===== config.mk =====
export PLATFORM = sky130hd
export DESIGN_NAME = speed_actuator_flat
export DESIGN_NICKNAME = d
export VERILOG_FILES = /design/src/rtl/speed_actuator_if.sv /design/src/rtl/speed_actuator.sv /design/src/flat_wrapper.sv
export SDC_FILE = /design/constraint.sdc
export NUM_CORES = 1
export LEC_CHECK = 0
export CAP_MARGIN = 20
export CORE_UTILIZATION = 42
export DETAILED_ROUTE_END_ITERATION = 16
export REMOVE_ABC_BUFFERS = 1
export SYNTH_ARGS = -nofsm -noshare
export SYNTH_HDL_FRONTEND = slang
export SYNTH_SLANG_ARGS = --single-unit

===== constraint.sdc =====
create_clock -name clk -period 2.6 [get_ports clk]
set_input_delay 0.39 -clock clk [delete_from_list [all_inputs] [get_ports clk]]
set_output_delay 0.39 -clock clk [all_outputs]
set_load 0.02 [all_outputs]

===== src/rtl/speed_actuator_if.sv =====
// speed_actuator_if: command and status bundle between the cruise FSM side and the drive stage
interface speed_actuator_if;
    logic       enable;
    logic       accelerate_car;
    logic       unlock_doors;
    logic [7:0] car_speed;
    logic       doors_unlocked;
    logic       moving;
    logic [1:0] state;

    modport master (
        output enable, accelerate_car, unlock_doors,
        input  car_speed, doors_unlocked, moving, state
    );

    modport slave (
        input  enable, accelerate_car, unlock_doors,
        output car_speed, doors_unlocked, moving, state
    );
endinterface


===== src/rtl/speed_actuator.sv =====
// speed_actuator: ramps vehicle speed on a prescaled tick and gates the door release
module speed_actuator #(
    parameter logic [7:0] ACCEL_STEP = 8'd10,
    parameter logic [7:0] DECEL_STEP = 8'd2,
    parameter logic [7:0] MAX_SPEED  = 8'd200,
    parameter int         TICK_DIV   = 4,
    parameter int         DOOR_DELAY = 3
) (
    input logic             clk,
    input logic             rst,
    speed_actuator_if.slave bus
);
    localparam int PW = TICK_DIV > 1 ? $clog2(TICK_DIV) : 1;
    localparam int DW = $clog2(DOOR_DELAY + 1);

    typedef enum logic [1:0] {STOPPED = 2'b00, ACCEL = 2'b01, DECEL = 2'b10} state_t;

    state_t        state_q, state_d;
    logic [PW-1:0] pre_q, pre_d;
    logic [7:0]    speed_q, speed_d;
    logic [DW-1:0] door_q, door_d;
    logic          doors_q, doors_d;
    logic          tick;
    logic [8:0]    sum;
    logic          acc;

    assign acc  = bus.accelerate_car;
    assign tick = bus.enable && pre_q == PW'(TICK_DIV - 1);
    assign sum  = {1'b0, speed_q} + {1'b0, ACCEL_STEP};

    // state register
    always_ff @(posedge clk or negedge rst) begin
        if (!rst) state_q <= STOPPED;
        else      state_q <= state_d;
    end

    // next state; a decel tick that reaches zero stops on the same edge
    always_comb begin
        state_d = state_q;
        if (bus.enable)
            case (state_q)
                STOPPED: state_d = acc ? ACCEL : STOPPED;
                ACCEL:   state_d = acc ? ACCEL : DECEL;
                DECEL:   state_d = acc ? ACCEL :
                                   (speed_q == 8'd0 || (tick && speed_q <= DECEL_STEP)) ? STOPPED : DECEL;
                default: state_d = STOPPED;
            endcase
    end

    // datapath next values; speed uses the pre-edge state, door release uses the post-edge counter
    always_comb begin
        pre_d   = !bus.enable ? pre_q : tick ? '0 : pre_q + PW'(1);
        speed_d = !tick ? speed_q :
                  state_q == ACCEL ? (sum > {1'b0, MAX_SPEED} ? MAX_SPEED : sum[7:0]) :
                  state_q == DECEL ? (speed_q <= DECEL_STEP ? 8'd0 : speed_q - DECEL_STEP) : 8'd0;
        door_d  = !bus.enable ? door_q :
                  state_d != STOPPED ? '0 :
                  (tick && state_q == STOPPED && door_q != DW'(DOOR_DELAY)) ? door_q + DW'(1) : door_q;
        doors_d = (!bus.unlock_doors || acc) ? 1'b0 :
                  bus.enable ? (state_d == STOPPED && door_d == DW'(DOOR_DELAY)) : doors_q;
    end

    // datapath registers; door clears still land while frozen
    always_ff @(posedge clk or negedge rst) begin
        if (!rst) begin
            pre_q   <= '0;
            speed_q <= 8'd0;
            door_q  <= '0;
            doors_q <= 1'b0;
        end else begin
            pre_q   <= pre_d;
            speed_q <= speed_d;
            door_q  <= door_d;
            doors_q <= doors_d;
        end
    end

    assign bus.car_speed      = speed_q;
    assign bus.doors_unlocked = doors_q;
    assign bus.moving         = speed_q != 8'd0;
    assign bus.state          = state_q;
endmodule


===== src/flat_wrapper.sv =====
// flat-port wrapper written by rule: the top's interface ports become plain ports
module speed_actuator_flat 
#(
    parameter logic [7:0] ACCEL_STEP = 8'd10,
    parameter logic [7:0] DECEL_STEP = 8'd2,
    parameter logic [7:0] MAX_SPEED  = 8'd200,
    parameter int         TICK_DIV   = 4,
    parameter int         DOOR_DELAY = 3
)
  (clk, rst, bus_enable, bus_accelerate_car, bus_unlock_doors, bus_car_speed, bus_doors_unlocked, bus_moving, bus_state);
  speed_actuator_if bus_i ();
  input logic clk;
  input logic rst;
  input wire logic [$bits(bus_i.enable)-1:0] bus_enable;
  input wire logic [$bits(bus_i.accelerate_car)-1:0] bus_accelerate_car;
  input wire logic [$bits(bus_i.unlock_doors)-1:0] bus_unlock_doors;
  output wire logic [$bits(bus_i.car_speed)-1:0] bus_car_speed;
  output wire logic [$bits(bus_i.doors_unlocked)-1:0] bus_doors_unlocked;
  output wire logic [$bits(bus_i.moving)-1:0] bus_moving;
  output wire logic [$bits(bus_i.state)-1:0] bus_state;
  assign bus_i.enable = bus_enable;
  assign bus_i.accelerate_car = bus_accelerate_car;
  assign bus_i.unlock_doors = bus_unlock_doors;
  assign bus_car_speed = bus_i.car_speed;
  assign bus_doors_unlocked = bus_i.doors_unlocked;
  assign bus_moving = bus_i.moving;
  assign bus_state = bus_i.state;
  speed_actuator #(.ACCEL_STEP(ACCEL_STEP), .DECEL_STEP(DECEL_STEP), .MAX_SPEED(MAX_SPEED), .TICK_DIV(TICK_DIV), .DOOR_DELAY(DOOR_DELAY)) u_core (.clk(clk), .rst(rst), .bus(bus_i));
endmodule

Yosys cells after proc, flatten, opt, wreduce, memory -nomap -nowiden
Cells that the tools add are included.
{ "totals": {"ff_bits": 15, "inputBits": 5, "word_cells": 46} }
{ "op_classes": {"n_addsub": 4, "order_cmp": 2, "eq_ne": 5, "mux": 16, "reduce_logical": 14} }
{ "op_table": {"columns": ["cell", "n"], "rows": [
  ["$mux 8", 4],
  ["$mux 2", 8],
  ["$add 8x4->9 const B", 1],
  ["$gt 9x8->1 const B", 1],
  ["$le 8x2->1 const B", 1],
  ["$logic_not 8->1", 1],
  ["$reduce_bool 8->1", 1],
  ["$sub 8x2->8 const B", 1],
  ["$eq 2x2->1 const B", 3],
  ["$pmux 2 s3", 1],
  ["$logic_and 1x1->1", 5],
  ["$add 2x1->2 const B", 2],
  ["$logic_not 2->1", 2],
  ["$reduce_bool 2->1", 2],
  ["$mux 1", 3],
  ["$eq 2x1->1 const B", 1],
  ["$logic_or 1x1->1", 2],
  ["$ne 2x2->1 const B", 1],
  ["$logic_not 1->1", 1]
]} }

Logic depth before layout (Yosys ltp)
{ "depth": {"ltp_word": 15, "mapped_depth": 9, "ltp_nobuf": 7} }

Worst setup path after synthesis
OpenSTA, ideal clock, no wires.
{ "synth_path": {"kind": "reg2reg", "from": "reg u_core.speed_q[1], in the netlist u_core.bus.car_speed[1]", "to": "reg u_core.speed_q[3], in the netlist u_core.bus.car_speed[3]", "setup_ps": 104, "arrival_ps": 1943, "t_required_ps": 2496, "path_slack_ps": 554, "path_stages_with_launch": 8, "n_path_buf": 1, "period_less_slack_ps": 2046, "cell_sequence": "dfrtp_1 > buf_2 > inv_1 > ha_1 > nor4_1 > o311a_1 > or4_1 > o311ai_1"} }
{ "synth_between": {"elab_chain_cells": 4} }
{ "synth_lines": {"columns": ["element", "line_no", "rtl"], "rows": [
  ["start, declared", "speed_actuator.sv:20", "logic [7:0] speed_q, speed_d;"],
  ["start signal, assigned", "speed_actuator.sv:72", "speed_q <= speed_d;"],
  ["$add 8x4->9, or another cell as far along", "speed_actuator.sv:29", "assign sum = {1'b0, speed_q} + {1'b0, ACCEL_STEP};"],
  ["$gt 9x8->1 / $mux 8 (equally long branches)", "speed_actuator.sv:54, speed_actuator.sv:55", null],
  ["$mux 8, on equally long branches", "speed_actuator.sv:54, speed_actuator.sv:55", null],
  ["$mux 8 *", "speed_actuator.sv:54", "state_q == ACCEL ? (sum > {1'b0, MAX_SPEED} ? MAX_SPEED : sum[7:0]) :"]
]} }
Mark *: on every way between the ends. The rest lies on a longest branch, timed or not.
A chain may end at the register's enable or synchronous reset.

Worst setup path after layout
{ "layout_path": {"from": "reg u_core.speed_q[5], in the netlist u_core.bus.car_speed[5]", "to": "out bus_moving"} }
{ "layout_between": {"elab_chain_cells": 1} }
{ "layout_lines": {"columns": ["element", "line_no", "rtl"], "rows": [
  ["$reduce_bool 8->1", "speed_actuator.sv:80", "assign bus.moving = speed_q != 8'd0;"],
  ["end, declared", "flat_wrapper.sv:19", "output wire logic [$bits(bus_i.moving)-1:0] bus_moving;"]
]} }
No other way between the ends.

==> flow_summary.toml <==
[pwr]
switchingPower_uw = 632.2
combPwrFrac = 0.527
powerDensity_mw_per_mm2 = 968.1
sw_frac_of_total = 0.4810
intPower_uw = 682.1
clkPwrFrac = 0.125
leakagePower_nw = 0.5708
ir_drop_v = 0.0006301
seqPwrFrac = 0.348

[sta]
fin_setup_tns_ns = 0
period_minus_slack_ns = 2.278
max_freq_mhz = 439.0
setup_ws_ns = 0.3223
finalSetupViolations = 0
hold_viol = 0
maxSlewHeadroom = 0.5403
slew_violations = 0
rsz0062_at_grt = "no"
finalCritPeriodShare = 0.8760
worst_slew_pin_slew_ns = 0.6874
finClkSkew_ns = 0.001552

[synth]
synth-edff-count = 0
ys_seq_area_frac = 0.2969
ys_seq_elements = 14
async_flop_share = 1.000
syn_area_mm2 = 0.001180
synth.avg_cell_area_um2 = 8.612
synth_cell_types = 55
netlist_instances = 137
ys.warnings.count = 0
ys.flop_type = "dfrtp_1"

[floorplanning]
fp.dieH_um = 55
io_pins = 17
rows = 18
fp.dieArea_mm2 = 0.003025
core_area_mm2 = 0.002567
initial_utilization = 0.4596
die_w_um = 55

[layout]
antennaDiodeCount = 0
drive_above_1_share = 0.1284
utilization = 0.5288
areaGrowthSynthToFinish_pct = 15.06
nFillCells = 250
stdcell_count = 178
final_net_count = 159

[critical_path]
cp.required_ns = 2.21
critPathArrivalTime_ns = 1.89
r2r.worst_path.cells = 6
end_kind = "primary output"
reg2reg_slack_ns = 0.38
crit_type = "flop to primary output"
crit_fanout = 11
start_kind = "flop"
critical_path.reg2reg.startpoint = "u_core.bus.car_speed[1]"
r2r_end = "u_core.bus.car_speed[6]"

[grt]
grt_usage = 0.2121
grt_overflow = 0
grt_pass1_vias = 954
grt_first_pass_wirelength_um = 4560
grt_max_degree = 16
antenna_found_initial = 0

[clocking]
cts_tree = "done"
cts_sinks = 14
postCtsHoldBufs = 0
clkTransAtPathRegs_ns = 0.09
ctsResizeCount = 0
clockBufferDepth = 2
cts_setup_buffers = 0
root_buffer = "clkbuf_4"
htree_levels = 1
cts_buffers = 3
clk_latency_ns = 0.29

[drt]
routed_wl_um = 2758
vias_per_cell = 5.916
dr.pass1.iters = 4
num_vias = 1053
drt_iter0_drc = 19
wl_per_cell_um = 15.49
drc = 0
antenna_left = 0

[worst_hold_path]
min_path_type = "input pin to async pin"

[placed_design]
port_buffers = 15
placed_cells = 174
gp_congestion = 0.8915
dp_hpwl_um = 1995
place_ws_ns = 0.4176

[run]
cap_violations = 0

[run_status]
status = "completed"
[power groups by stage]
stage / Clock, mW / Sequential (mW) / Combinational, mW
floorplan: 0 / 0.477 / 0.433
global placement: 0 / 0.451 / 0.691
detailed placement: 0 / 0.459 / 0.691
CTS: 0.173 / 0.453 / 0.695
global route: 0.179 / 0.477 / 0.776
finish: 0.164 / 0.458 / 0.692
[metrics by stage]
| stage | hold slack (ns) | cell area (um^2) | power (mW) |
|---|---|---|---|
| after floorplan | 0.09441 | 1119 | 0.9096 |
| after global placement | 0.4761 | 1321 | 1.142 |
| after detailed placement | 0.4899 | 1321 | 1.150 |
| after CTS | 0.5150 | 1358 | 1.322 |
| after global routing | 0.5312 | 1358 | 1.432 |
| final | 0.5085 | 1358 | 1.314 |
[layer usage]
layer | GRT usage | part of all wire | vias up
met5 | 0 | 0 | -
met3 | 0.01639 | 0.026 | 4
met4 | 0.07500 | 0.0098 | 0
met1 | 0.2807 | 0.47 | 507
met2 | 0.3594 | 0.49 | 19
li1 | - | - | 523
[synth_stat cells, types with 2 or more instances]
cell       count  area share
dfrtp_1       14        0.30
o2bb2ai_1      3       0.022
buf_4          3       0.019
nor2_1        10       0.032
nand3b_1       2       0.013
a211o_1        2       0.015
nor3_1         3       0.013
inv_1          7       0.022
nand3_1        2      0.0085
buf_2          4       0.017
nand2b_1       3       0.016
a22oi_1        2       0.013
clkbuf_1       2      0.0064
ha_1           5       0.053
a21oi_1        9       0.038
and3_1         2       0.011
o21ai_0        7       0.030
o22ai_1        2       0.011
a31oi_1        2       0.011
nand2_1       14       0.045
xnor2_1        3       0.022
o31ai_1        2       0.013
nor3_2         2       0.017
[worst max path at each step]
stage / start / to / slack, ns / cells after the start
2_1_floorplan: u_core.bus.car_speed[2] / u_core.bus.car_speed[5] / 0.48 / 7
3_3_place_gp: u_core.bus.car_speed[1] / u_core.bus.car_speed[6] / 0.49 / 6
3_5_place_dp: u_core.bus.car_speed[1] / u_core.bus.car_speed[6] / 0.42 / 6
4_1_cts: u_core.bus.car_speed[5] / bus_moving / 0.29 / 3
5_1_grt: u_core.bus.car_speed[5] / bus_moving / 0.21 / 3
6_report: u_core.bus.car_speed[5] / bus_moving / 0.32 / 3
[kinds of logic (layout without fill, tap and decap cells)]
family	count (synthesis)	after routing	synth area share
other cells	1	1	0.003178
simple gates	49	49	0.2323
flops	14	14	0.2969
mux	2	2	0.01803
buf+inv	17	28	0.07424
compound gates	46	46	0.3001
xor+xnor	3	3	0.02227
fa+ha+maj	5	5	0.05302
[flip-flops by register name, indices dropped and copies added, names as in the netlist]
register and flops:
u_core.bus.car_speed 7, u_core.bus.doors_unlocked 1, u_core.bus.state 2, u_core.door_q 2, u_core.pre_q 2
[critical path, cell delays in order (launching register included)]
cell and delay, ns:
dfrtp_1 0.54, nor3_2 0.36, nand3_1 0.14, clkdlybuf4s50_1 0.56
[cell usage in the layout, fill, tap and decap left out, drive strengths merged, types with 3 or more instances in the layout]
cell type      Yosys  layout
nand2             16      16
ha                 5       5
o21ai              8       8
nand2b             3       3
xnor2              3       3
clkbuf             2       4
nor2              11      11
nor3               5       5
clkdlybuf4s50      0      15
a21oi             10      10
and3               3       3
o2bb2ai            4       4
inv                7       7
dfrtp             14      14
[cell type report]
type                       instances  area, um^2  area share
tap                               30       37.54     0.02765
sequential                        14       350.3      0.2581
clock buffer                       4       36.28     0.02673
multi-input combinational        106       742.0      0.5465
timing repair buffer              17       165.2      0.1217
inverter                           7       26.28     0.01935
No activity file was read; power rests on OpenSTA's default activity.
